==> src/rtl/bus_arbiter.sv <==
// bus_arbiter: four-master round-robin bus arbiter with active-low request/grant lines.
// Optional hold-limit preemption is compiled in when BUS_ARB_TIMEOUT_EN is defined.
module bus_arbiter #(
  parameter int HOLD_MAX = 16,
  parameter int CNT_W    = 8
) (
  input  logic       clk,
  input  logic       reset,
  input  logic       m0_req_,
  input  logic       m1_req_,
  input  logic       m2_req_,
  input  logic       m3_req_,
  output logic       m0_grnt_,
  output logic       m1_grnt_,
  output logic       m2_grnt_,
  output logic       m3_grnt_,
  output logic [1:0] owner
);

  if (HOLD_MAX < 2 || HOLD_MAX > 255 || (2 ** CNT_W) <= HOLD_MAX) begin : g_bad_params
    $error("bus_arbiter: illegal HOLD_MAX/CNT_W combination");
  end

  logic [3:0] req;
  logic [1:0] owner_next;
  logic [1:0] next_req_idx;
  logic       next_req_found;
  logic       owner_req;

  assign req       = ~{m3_req_, m2_req_, m1_req_, m0_req_};
  assign owner_req = req[owner];

  // Rotating search from owner+1; descending loop lets the nearest requester win.
  always_comb begin
    next_req_found = 1'b0;
    next_req_idx   = owner;
    for (int i = 3; i >= 1; i--) begin
      if (req[owner + 2'(i)]) begin
        next_req_found = 1'b1;
        next_req_idx   = owner + 2'(i);
      end
    end
  end

`ifdef BUS_ARB_TIMEOUT_EN
  logic [CNT_W-1:0] hold_cnt;
  logic [CNT_W-1:0] hold_cnt_next;
  logic             others_wait;
  logic             hold_expired;

  assign others_wait  = |(req & ~(4'b0001 << owner));
  assign hold_expired = (hold_cnt == CNT_W'(HOLD_MAX - 1));

  // Counter only runs while the owner holds and someone else is waiting.
  always_comb begin
    owner_next    = owner;
    hold_cnt_next = '0;
    if (owner_req && others_wait) begin
      if (hold_expired) begin
        owner_next = next_req_idx;
      end else begin
        hold_cnt_next = hold_cnt + 1'b1;
      end
    end else if (!owner_req && next_req_found) begin
      owner_next = next_req_idx;
    end
  end

  always_ff @(posedge clk) begin
    if (reset) begin
      owner    <= 2'd0;
      hold_cnt <= '0;
    end else begin
      owner    <= owner_next;
      hold_cnt <= hold_cnt_next;
    end
  end
`else
  always_comb begin
    owner_next = owner;
    if (!owner_req && next_req_found) begin
      owner_next = next_req_idx;
    end
  end

  always_ff @(posedge clk) begin
    if (reset) begin
      owner <= 2'd0;
    end else begin
      owner <= owner_next;
    end
  end
`endif

  // Grants decode straight from the owner register, so exactly one is low.
  assign m0_grnt_ = (owner != 2'd0);
  assign m1_grnt_ = (owner != 2'd1);
  assign m2_grnt_ = (owner != 2'd2);
  assign m3_grnt_ = (owner != 2'd3);

endmodule

==> config.mk <==
export PLATFORM = sky130hd
export DESIGN_NAME = bus_arbiter
export DESIGN_NICKNAME = d
export VERILOG_FILES = /design/src/rtl/bus_arbiter.sv
export SDC_FILE = /design/constraint.sdc
export NUM_CORES = 1
export LEC_CHECK = 0
export ABC_AREA = 1
export BUFFER_PORTS_ARGS = -buffer_cell sky130_fd_sc_hd__buf_2
export CELL_PAD_IN_SITES_DETAIL_PLACEMENT = 0
export CELL_PAD_IN_SITES_GLOBAL_PLACEMENT = 2
export CORE_UTILIZATION = 25
export CTS_BUF_LIST = sky130_fd_sc_hd__clkbuf_4
export DETAILED_ROUTE_END_ITERATION = 16
export MAX_ROUTING_LAYER = met4
export PLACE_DENSITY_LB_ADDON = 0.15
export REMOVE_ABC_BUFFERS = 1
export SLEW_MARGIN = 20
export SYNTH_ARGS = -nofsm -noshare
export SYNTH_HDL_FRONTEND = slang
export SYNTH_SLANG_ARGS = --single-unit
export TNS_END_PERCENT = 1
==> constraint.sdc <==
create_clock -name clk -period 2.33 [get_ports clk]
set_input_delay 0.5825 -clock clk [delete_from_list [all_inputs] [get_ports clk]]
set_output_delay 0.5825 -clock clk [all_outputs]
set_load 0.005 [all_outputs]
==> results_tabular.tex, run 1 <==
\begin{tabular}{lr}
\hline
Metric & Value \\
\hline
\multicolumn{2}{l}{\textbf{Outcome}} \\
\quad Outcome & finished clean \\
\multicolumn{2}{l}{\textbf{Synthesis}} \\
\quad Area of the mapped netlist & 347 um2 \\
\quad Synth Register Bits & 2 \\
\quad Post-synthesis cell count & 60 \\
\quad Post-synthesis async set-or-reset flop share & 0\% \\
\quad Synth area leaders & sky130\_fd\_sc\_hd\_\_nand2\_1 (22\%), sky130\_fd\_sc\_hd\_\_ha\_1 (14\%), sky130\_fd\_sc\_hd\_\_dfxtp\_1 (12\%) \\
\quad Mean cell area of the mapped netlist & 5.78 um2 \\
\quad Commonest cells in the netlist & sky130\_fd\_sc\_hd\_\_nand2\_1 (20), sky130\_fd\_sc\_hd\_\_inv\_1 (10), sky130\_fd\_sc\_hd\_\_nand3\_1 (6) \\
\quad Leading area contributor after synthesis & sky130\_fd\_sc\_hd\_\_nand2\_1 \\
\quad Sequential area share after synthesis & between 10 and 15\% \\
\quad Most used DFF post-synth & sky130\_fd\_sc\_hd\_\_dfxtp\_1 \\
\quad Yosys warnings & 0 \\
\quad Most instantiated library cell after synthesis & sky130\_fd\_sc\_hd\_\_nand2\_1 \\
\quad Count of flip-flops with a built-in enable after synthesis & 0 \\
\quad Yosys cell types & 15 \\
\quad Portion of synthesized cell area occupied by the leading cell type & 21.7\% \\
\multicolumn{2}{l}{\textbf{Placed design}} \\
\quad Final estimated routing congestion in global placement & $\sim$0.72 \\
\quad Final HPWL from detailed placement & 636 um \\
\quad Count of placed standard cells including taps & 86 \\
\quad Count of input and output buffers & 11 \\
\multicolumn{2}{l}{\textbf{Power}} \\
\quad VDD IR max & 0.279 mV \\
\quad Cell area power density & 1070 nW/um2 \\
\quad Leak & 0.258 nW \\
\multicolumn{2}{l}{\textbf{Floorplan}} \\
\quad Number of I/O pins & 12 \\
\quad Overall die width & 39.2 um \\
\quad Height of the die & 39.2 um \\
\quad Floorplan row count & 13 \\
\quad Initial cell density of the core & roughly a quarter \\
\quad DIE AREA & 1540 um2 \\
\quad Area of the core region & 1300 um2 \\
\multicolumn{2}{l}{\textbf{Finish}} \\
\quad Cell Count, Final, Fillers Out & 89 \\
\quad Layout area overhead & 26.7\% \\
\quad Share of layout cells above drive strength 1 & 32.4\% \\
\quad Registers with the highest flip-flop counts & owner (2) \\
\quad Flip-flop count of the largest register, all copies and words added & 2 \\
\quad Inserted Diodes & 0 \\
\quad Count of nets after finishing & 86 \\
\quad Largest register by flop count & owner \\
\multicolumn{2}{l}{\textbf{Setup path}} \\
\quad Crit start category & flop \\
\quad List of cells traversed by the critical path & inv\_1 > ha\_1 > inv\_1 > buf\_2 \\
\quad Register-to-Register Path Depth & 9 \\
\quad Largest delay contributor family on the critical path & flip-flops \\
\quad Largest fanout on the critical path & 7 \\
\quad Kind of end point of the critical path & output port \\
\quad Critical Path Max Stage Delay & 450 ps \\
\quad Worst Path Required & 1750 ps \\
\quad Crit path buffers/inverters & 3 \\
\quad Arrival time at the worst endpoint & 1200 ps \\
\quad Flop2flop setup slack & 750 ps \\
\quad Capture point of the worst reg-to-reg path & owner[0] \\
\quad Crit-path most repeated cell & sky130\_fd\_sc\_hd\_\_inv\_1 \\
\quad Critical R2R Launch & owner[1] \\
\quad Critical path type & flop to output port \\
\quad Slowest-stage cell, CP & sky130\_fd\_sc\_hd\_\_dfxtp\_1 \\
\multicolumn{2}{l}{\textbf{Timing}} \\
\quad Worst-case headroom to the max-slew limit & 82.9\% \\
\quad Final period utilization & between 70\% and 80\% \\
\quad Hold Violations, Final & 0 \\
\quad Actual slew at the worst max-slew pin & 257 ps \\
\quad Setup Skew & roughly 5.0 ps \\
\quad Setup repair after global routing missed its margin & false \\
\quad Clock period minus worst slack & 1780 ps \\
\quad Final setup violation count & 0 \\
\quad Post-route setup TNS & 0 ps \\
\quad Max-slew violation count & 0 \\
\quad Highest attainable clock frequency & 0.561 GHz \\
\multicolumn{2}{l}{\textbf{Clocking}} \\
\quad Quantity of hold-fixing buffers added after cts & 0 \\
\quad Maximum count of clock buffers along a single path & 2 \\
\quad Count of H-tree levels built during CTS & 1 \\
\quad Clock Latency Late Sink & 220 ps \\
\quad Number of buffers created by CTS & 3 \\
\quad Worst-path clk slew & 30 ps \\
\quad Sinks on Clock Net & 2 \\
\quad Clock tree root buffer cell & sky130\_fd\_sc\_hd\_\_clkbuf\_4 \\
\quad Number of cells upsized or downsized after cts & 0 \\
\quad Post-CTS setup-driven buffer insertion count & 0 \\
\quad TritonCTS clock tree & built \\
\multicolumn{2}{l}{\textbf{GRT}} \\
\quad Number of antenna violations at the first check in global routing & 0 \\
\quad First-pass GRT wire length & 1.23 mm \\
\quad Aggregate global routing overflow & 0 \\
\quad Pin count of the biggest net entering global routing & 11 \\
\quad Vias in the first global route & 322 \\
\quad Overall Global Routing Usage & 12.1\% \\
\multicolumn{2}{l}{\textbf{Min path}} \\
\quad Source of the worst hold timing path & reset \\
\quad Hold Path Sink & owner[1] \\
\quad Cells on Worst Hold Path & 4 \\
\quad Worst hold-check path type & primary input to flop \\
\multicolumn{2}{l}{\textbf{Route}} \\
\quad Total via count after detailed routing & 388 \\
\quad Routed length per placed instance & roughly 8.7 um \\
\quad Starting DRT DRC Count & 5 \\
\quad Antenna Nets Post-Route & 0 \\
\quad Total Wirelength & 772 um \\
\quad Routed vias/inst & 4.36 \\
\quad Drt pass-1 iters & 4 \\
\quad DRC errors left & 0 \\
\multicolumn{2}{l}{\textbf{Run}} \\
\quad MaxCap Viol Count & 0 \\
\hline
\end{tabular}
==> area by class of cell <==
| type | count | area (um2) |
|---|---|---|
| well taps | 15 | 18.8 |
| clock buffers | 3 | 22.5 |
| inverters | 11 | 46.3 |
| fillers | 159 | 862 |
| multi-input cells | 46 | 249 |
| flip-flops and latches | 2 | 40.0 |
| repair buffers | 12 | 62.6 |
==> how the worst max path moves through the flow <==
| stage | from | to | slack [ps] | cells after the start |
|---|---|---|---|---|
| 6_report | owner[1] | m0_grnt_ | 550 | 4 |
| 5_1_grt | owner[1] | m1_grnt_ | 470 | 4 |
| 4_1_cts | owner[1] | m0_grnt_ | 520 | 4 |
| 3_5_place_dp | owner[1] | owner[0] | 750 | 9 |
| 3_3_place_gp | owner[1] | owner[0] | 760 | 9 |
| 2_1_floorplan | owner[0] | owner[0] | 830 | 8 |
==> metrics by stage <==
stage / total power, mW / util, % / hold WS (ps) / worst slack, ps / cell area [um2]
final: 0.472 / 33.8 / 616 / 549 / 439
after global routing: 0.535 / 33.8 / 637 / 475 / 439
after CTS: 0.483 / 33.8 / 610 / 521 / 439
after detailed placement: 0.405 / 32.0 / 786 / 751 / 417
after global placement: 0.408 / 32.0 / 781 / 758 / 417
after floorplan: 0.306 / - / 657 / 825 / 335
==> worst register-to-register path, stage by stage (launching register included) <==
cell and delay [ps]:
sky130_fd_sc_hd__dfxtp_1 450, sky130_fd_sc_hd__inv_1 180, sky130_fd_sc_hd__ha_1 330, sky130_fd_sc_hd__inv_1 50
sky130_fd_sc_hd__nand2_1 100, sky130_fd_sc_hd__nand2_1 50, sky130_fd_sc_hd__nor2_1 100, sky130_fd_sc_hd__nor2_2 50
sky130_fd_sc_hd__nor2_1 90, sky130_fd_sc_hd__nor2_1 60
==> cells by family (layout without fill, tap and decap cells) <==
family	count (synthesis)	in the layout	share of synthesized area, %
simple gates	40	40	54.5
fa+ha+maj	4	4	14.4
compound gates	2	2	2.89
buf+inv	12	26	16.6
flops	2	2	11.6
==> where the power goes <==
| part | total [mW] | switching (mW) | internal [mW] |
|---|---|---|---|
| logic | 0.326 | 0.197 | 0.129 |
| clock network | 0.0734 | 0.0168 | 0.0566 |
| registers | 0.0724 | 0.0248 | 0.0476 |
| total | 0.472 | 0.239 | 0.233 |
==> layer usage <==
metal / up-vias / GRT usage (%) / part of all wire, %
li1: 210 / - / -
met1: 165 / 13.9 / 45
met2: 13 / 20.8 / 50
met3: 0 / 3.47 / 4.8
met4: 0 / 2.59 / 0
met5: - / - / 0
==> cell usage in the layout, fill, tap and decap left out, drive strengths merged <==
cell type  count
nand3          7
clkbuf         3
inv           11
buf           12
nand2         26
o21ai          1
dfxtp          2
a21oi          1
ha             4
nor2           6
nand4          1
No activity file was read; power rests on OpenSTA's default activity.
==> run 2: changes to the inputs <==
- CORE_UTILIZATION: 25 -> 24
- clock period: 2.33 -> 1.81 ns (I/O delays scaled with it)
==> run 2 against run 1 <==
Clock-buffer cell count stayed put. Clock power increased by 32%. First-iteration DRC count shrank 40%. Power up 32%. Critical path depth did not move. Sequential power is 5.9% higher. Critical endpoint is now m1_grnt_. Largest power group unchanged.
==> results_tabular.tex, run 2 (synthesized netlist as in run 1, its figures left out) <==
\begin{tabular}{lr}
\hline
Metric & Value \\
\hline
\multicolumn{2}{l}{\textbf{Outcome}} \\
\quad Outcome & finished clean \\
\multicolumn{2}{l}{\textbf{Timing}} \\
\quad Post-route setup TNS & 0 ps \\
\quad Hold Violations, Final & 0 \\
\quad Final period utilization & 84.2\% \\
\quad Clock period minus worst slack & approximately 1500 ps \\
\quad Setup repair after global routing missed its margin & false \\
\quad Setup Skew & 0.0149 ps \\
\quad Max-slew violation count & 0 \\
\quad Highest attainable clock frequency & 0.656 GHz \\
\quad Smallest hold slack & 478 ps \\
\quad Final setup violation count & 0 \\
\quad Worst-case headroom to the max-slew limit & 86.5\% \\
\quad Actual slew at the worst max-slew pin & approximately 200 ps \\
\multicolumn{2}{l}{\textbf{Floorplan}} \\
\quad Overall die width & roughly 40 um \\
\quad Area of the core region & 1320 um2 \\
\quad Initial cell density of the core & 26.3\% \\
\quad DIE AREA & 1600 um2 \\
\quad Height of the die & 40 um \\
\quad Floorplan row count & 13 \\
\quad Number of I/O pins & 12 \\
\multicolumn{2}{l}{\textbf{GRT}} \\
\quad Number of antenna violations at the first check in global routing & 0 \\
\quad Overall Global Routing Usage & 9.69\% \\
\quad Aggregate global routing overflow & 0 \\
\quad First-pass GRT wire length & 1.06 mm \\
\quad Vias in the first global route & 267 \\
\quad Pin count of the biggest net entering global routing & 9 \\
\multicolumn{2}{l}{\textbf{Power}} \\
\quad Logic pwr share & 72.2\% \\
\quad Leak & 0.268 nW \\
\quad Total net switching power & about 0.31 mW \\
\quad Power share of the clock group & 15.5\% \\
\quad Share of power burned in registers & 12.3\% \\
\quad Switching Share & 48.9\% \\
\quad Cell area power density & 1370 nW/um2 \\
\quad Int Power & 0.319 mW \\
\quad VDD IR max & 0.438 mV \\
\multicolumn{2}{l}{\textbf{Clocking}} \\
\quad Maximum count of clock buffers along a single path & 2 \\
\quad Count of H-tree levels built during CTS & 1 \\
\quad Worst-path clk slew & 30 ps \\
\quad Quantity of hold-fixing buffers added after cts & 0 \\
\quad Clock Latency Late Sink & 220 ps \\
\quad Number of cells upsized or downsized after cts & 0 \\
\quad Sinks on Clock Net & 2 \\
\quad Number of buffers created by CTS & 3 \\
\quad TritonCTS clock tree & built \\
\quad Clock tree root buffer cell & sky130\_fd\_sc\_hd\_\_clkbuf\_4 \\
\quad Post-CTS setup-driven buffer insertion count & 0 \\
\multicolumn{2}{l}{\textbf{Route}} \\
\quad Total Wirelength & $\sim$740 um \\
\quad Antenna Nets Post-Route & 0 \\
\quad Drt pass-1 iters & 4 \\
\quad Total via count after detailed routing & 362 \\
\quad Starting DRT DRC Count & 3 \\
\quad Routed length per placed instance & 8.14 um \\
\quad DRC errors left & 0 \\
\quad Routed vias/inst & 3.98 \\
\multicolumn{2}{l}{\textbf{Setup path}} \\
\quad Worst Path Required & $\sim$1400 ps \\
\quad Largest delay contributor family on the critical path & flip-flops \\
\quad Crit path buffers/inverters & 3 \\
\quad List of cells traversed by the critical path & buf\_4 > ha\_1 > inv\_1 > buf\_2 \\
\quad Crit start category & flop \\
\quad Largest fanout on the critical path & 4 \\
\quad Arrival time at the worst endpoint & 1070 ps \\
\quad Slowest-stage cell, CP & sky130\_fd\_sc\_hd\_\_dfxtp\_1 \\
\quad Critical Path Max Stage Delay & just over 400 ps \\
\quad Flop2flop setup slack & 400 ps \\
\quad Critical path type & flop to output port \\
\quad Critical path depth in cells & 4 \\
\quad Register-to-Register Path Depth & 8 \\
\quad Kind of end point of the critical path & output port \\
\multicolumn{2}{l}{\textbf{Run}} \\
\quad MaxCap Viol Count & 0 \\
\multicolumn{2}{l}{\textbf{Placed design}} \\
\quad Final estimated routing congestion in global placement & 0.625 \\
\quad Count of placed standard cells including taps & 88 \\
\quad Cell area after placement & 432 um2 \\
\quad Count of input and output buffers & 11 \\
\quad Final HPWL from detailed placement & 603 um \\
\multicolumn{2}{l}{\textbf{Finish}} \\
\quad Layout area overhead & 31.0\% \\
\quad Count of nets after finishing & 88 \\
\quad Most used cells in the layout excluding fill and tap cells & sky130\_fd\_sc\_hd\_\_nand2\_1 (20), sky130\_fd\_sc\_hd\_\_buf\_2 (11), sky130\_fd\_sc\_hd\_\_inv\_1 (10) \\
\quad Final non-filler cell area & $\sim$450 um2 \\
\quad Core occupancy in the finished layout & about 34\% \\
\quad Inserted Diodes & 0 \\
\quad Registers with the highest flip-flop counts & owner (2) \\
\quad Largest register by flop count & owner \\
\quad Cell Count, Final, Fillers Out & between 90 and 100 \\
\quad Most frequent standard cell in the layout excluding fill and tap cells & sky130\_fd\_sc\_hd\_\_nand2\_1 \\
\quad Share of layout cells above drive strength 1 & 34.2\% \\
\quad Flip-flop count of the largest register, all copies and words added & 2 \\
\multicolumn{2}{l}{\textbf{Min path}} \\
\quad Cells on Worst Hold Path & 4 \\
\quad Worst hold-check path type & primary input to flop \\
\hline
\end{tabular}
## run 2: area by class of cell
class	count	area, um2
Timing Repair Buffer	14	77.6
Tap cell	15	18.8
Fill cell	152	863
Clock buffer	3	22.5
Sequential cell	2	40.0
Inverter	11	46.3
Multi-Input combinational cell	46	249
## run 2: through the flow
stage	setup slack (ps)	total power [mW]
2_1_floorplan	305	0.393
3_3_place_gp	400	0.543
3_5_place_dp	386	0.537
4_1_cts	270	0.636
5_1_grt	223	0.697
6_report	285	0.624
## run 2: metal layers
layer / wire length (um) / vias up / GRT usage, % / share of wire [%]
met3: 23 / 0 / 0 / 3.1
met4: 0 / 0 / 2.59 / 0
met5: 0 / - / - / 0
met2: 339 / 5 / 14.9 / 46
met1: 377 / 145 / 13.9 / 51
li1: - / 212 / - / -
## run 2: power groups by stage
stage | Sequential, mW | Clock (mW) | Combinational, mW
2_1_floorplan | 0.103 | 0 | 0.291
3_3_place_gp | 0.0773 | 0 | 0.466
3_5_place_dp | 0.0781 | 0 | 0.458
4_1_cts | 0.0775 | 0.0983 | 0.460
5_1_grt | 0.0779 | 0.0984 | 0.521
6_report | 0.0767 | 0.0966 | 0.451
## run 2: worst register-to-register path: cells and delay by family (launching register included)
family,cells,cell delay (ps)
DFF,1,410
and+or+nand+nor,6,510
buffers and inverters,1,70
adders and majority gates,1,310
## run 2: worst paths after layout
path	start	endpoint
setup / recovery	owner[0]	m1_grnt_
hold / removal	reset	owner[0]
setup reg to reg	owner[0]	owner[0]
hold reg to reg	owner[1]	owner[1]
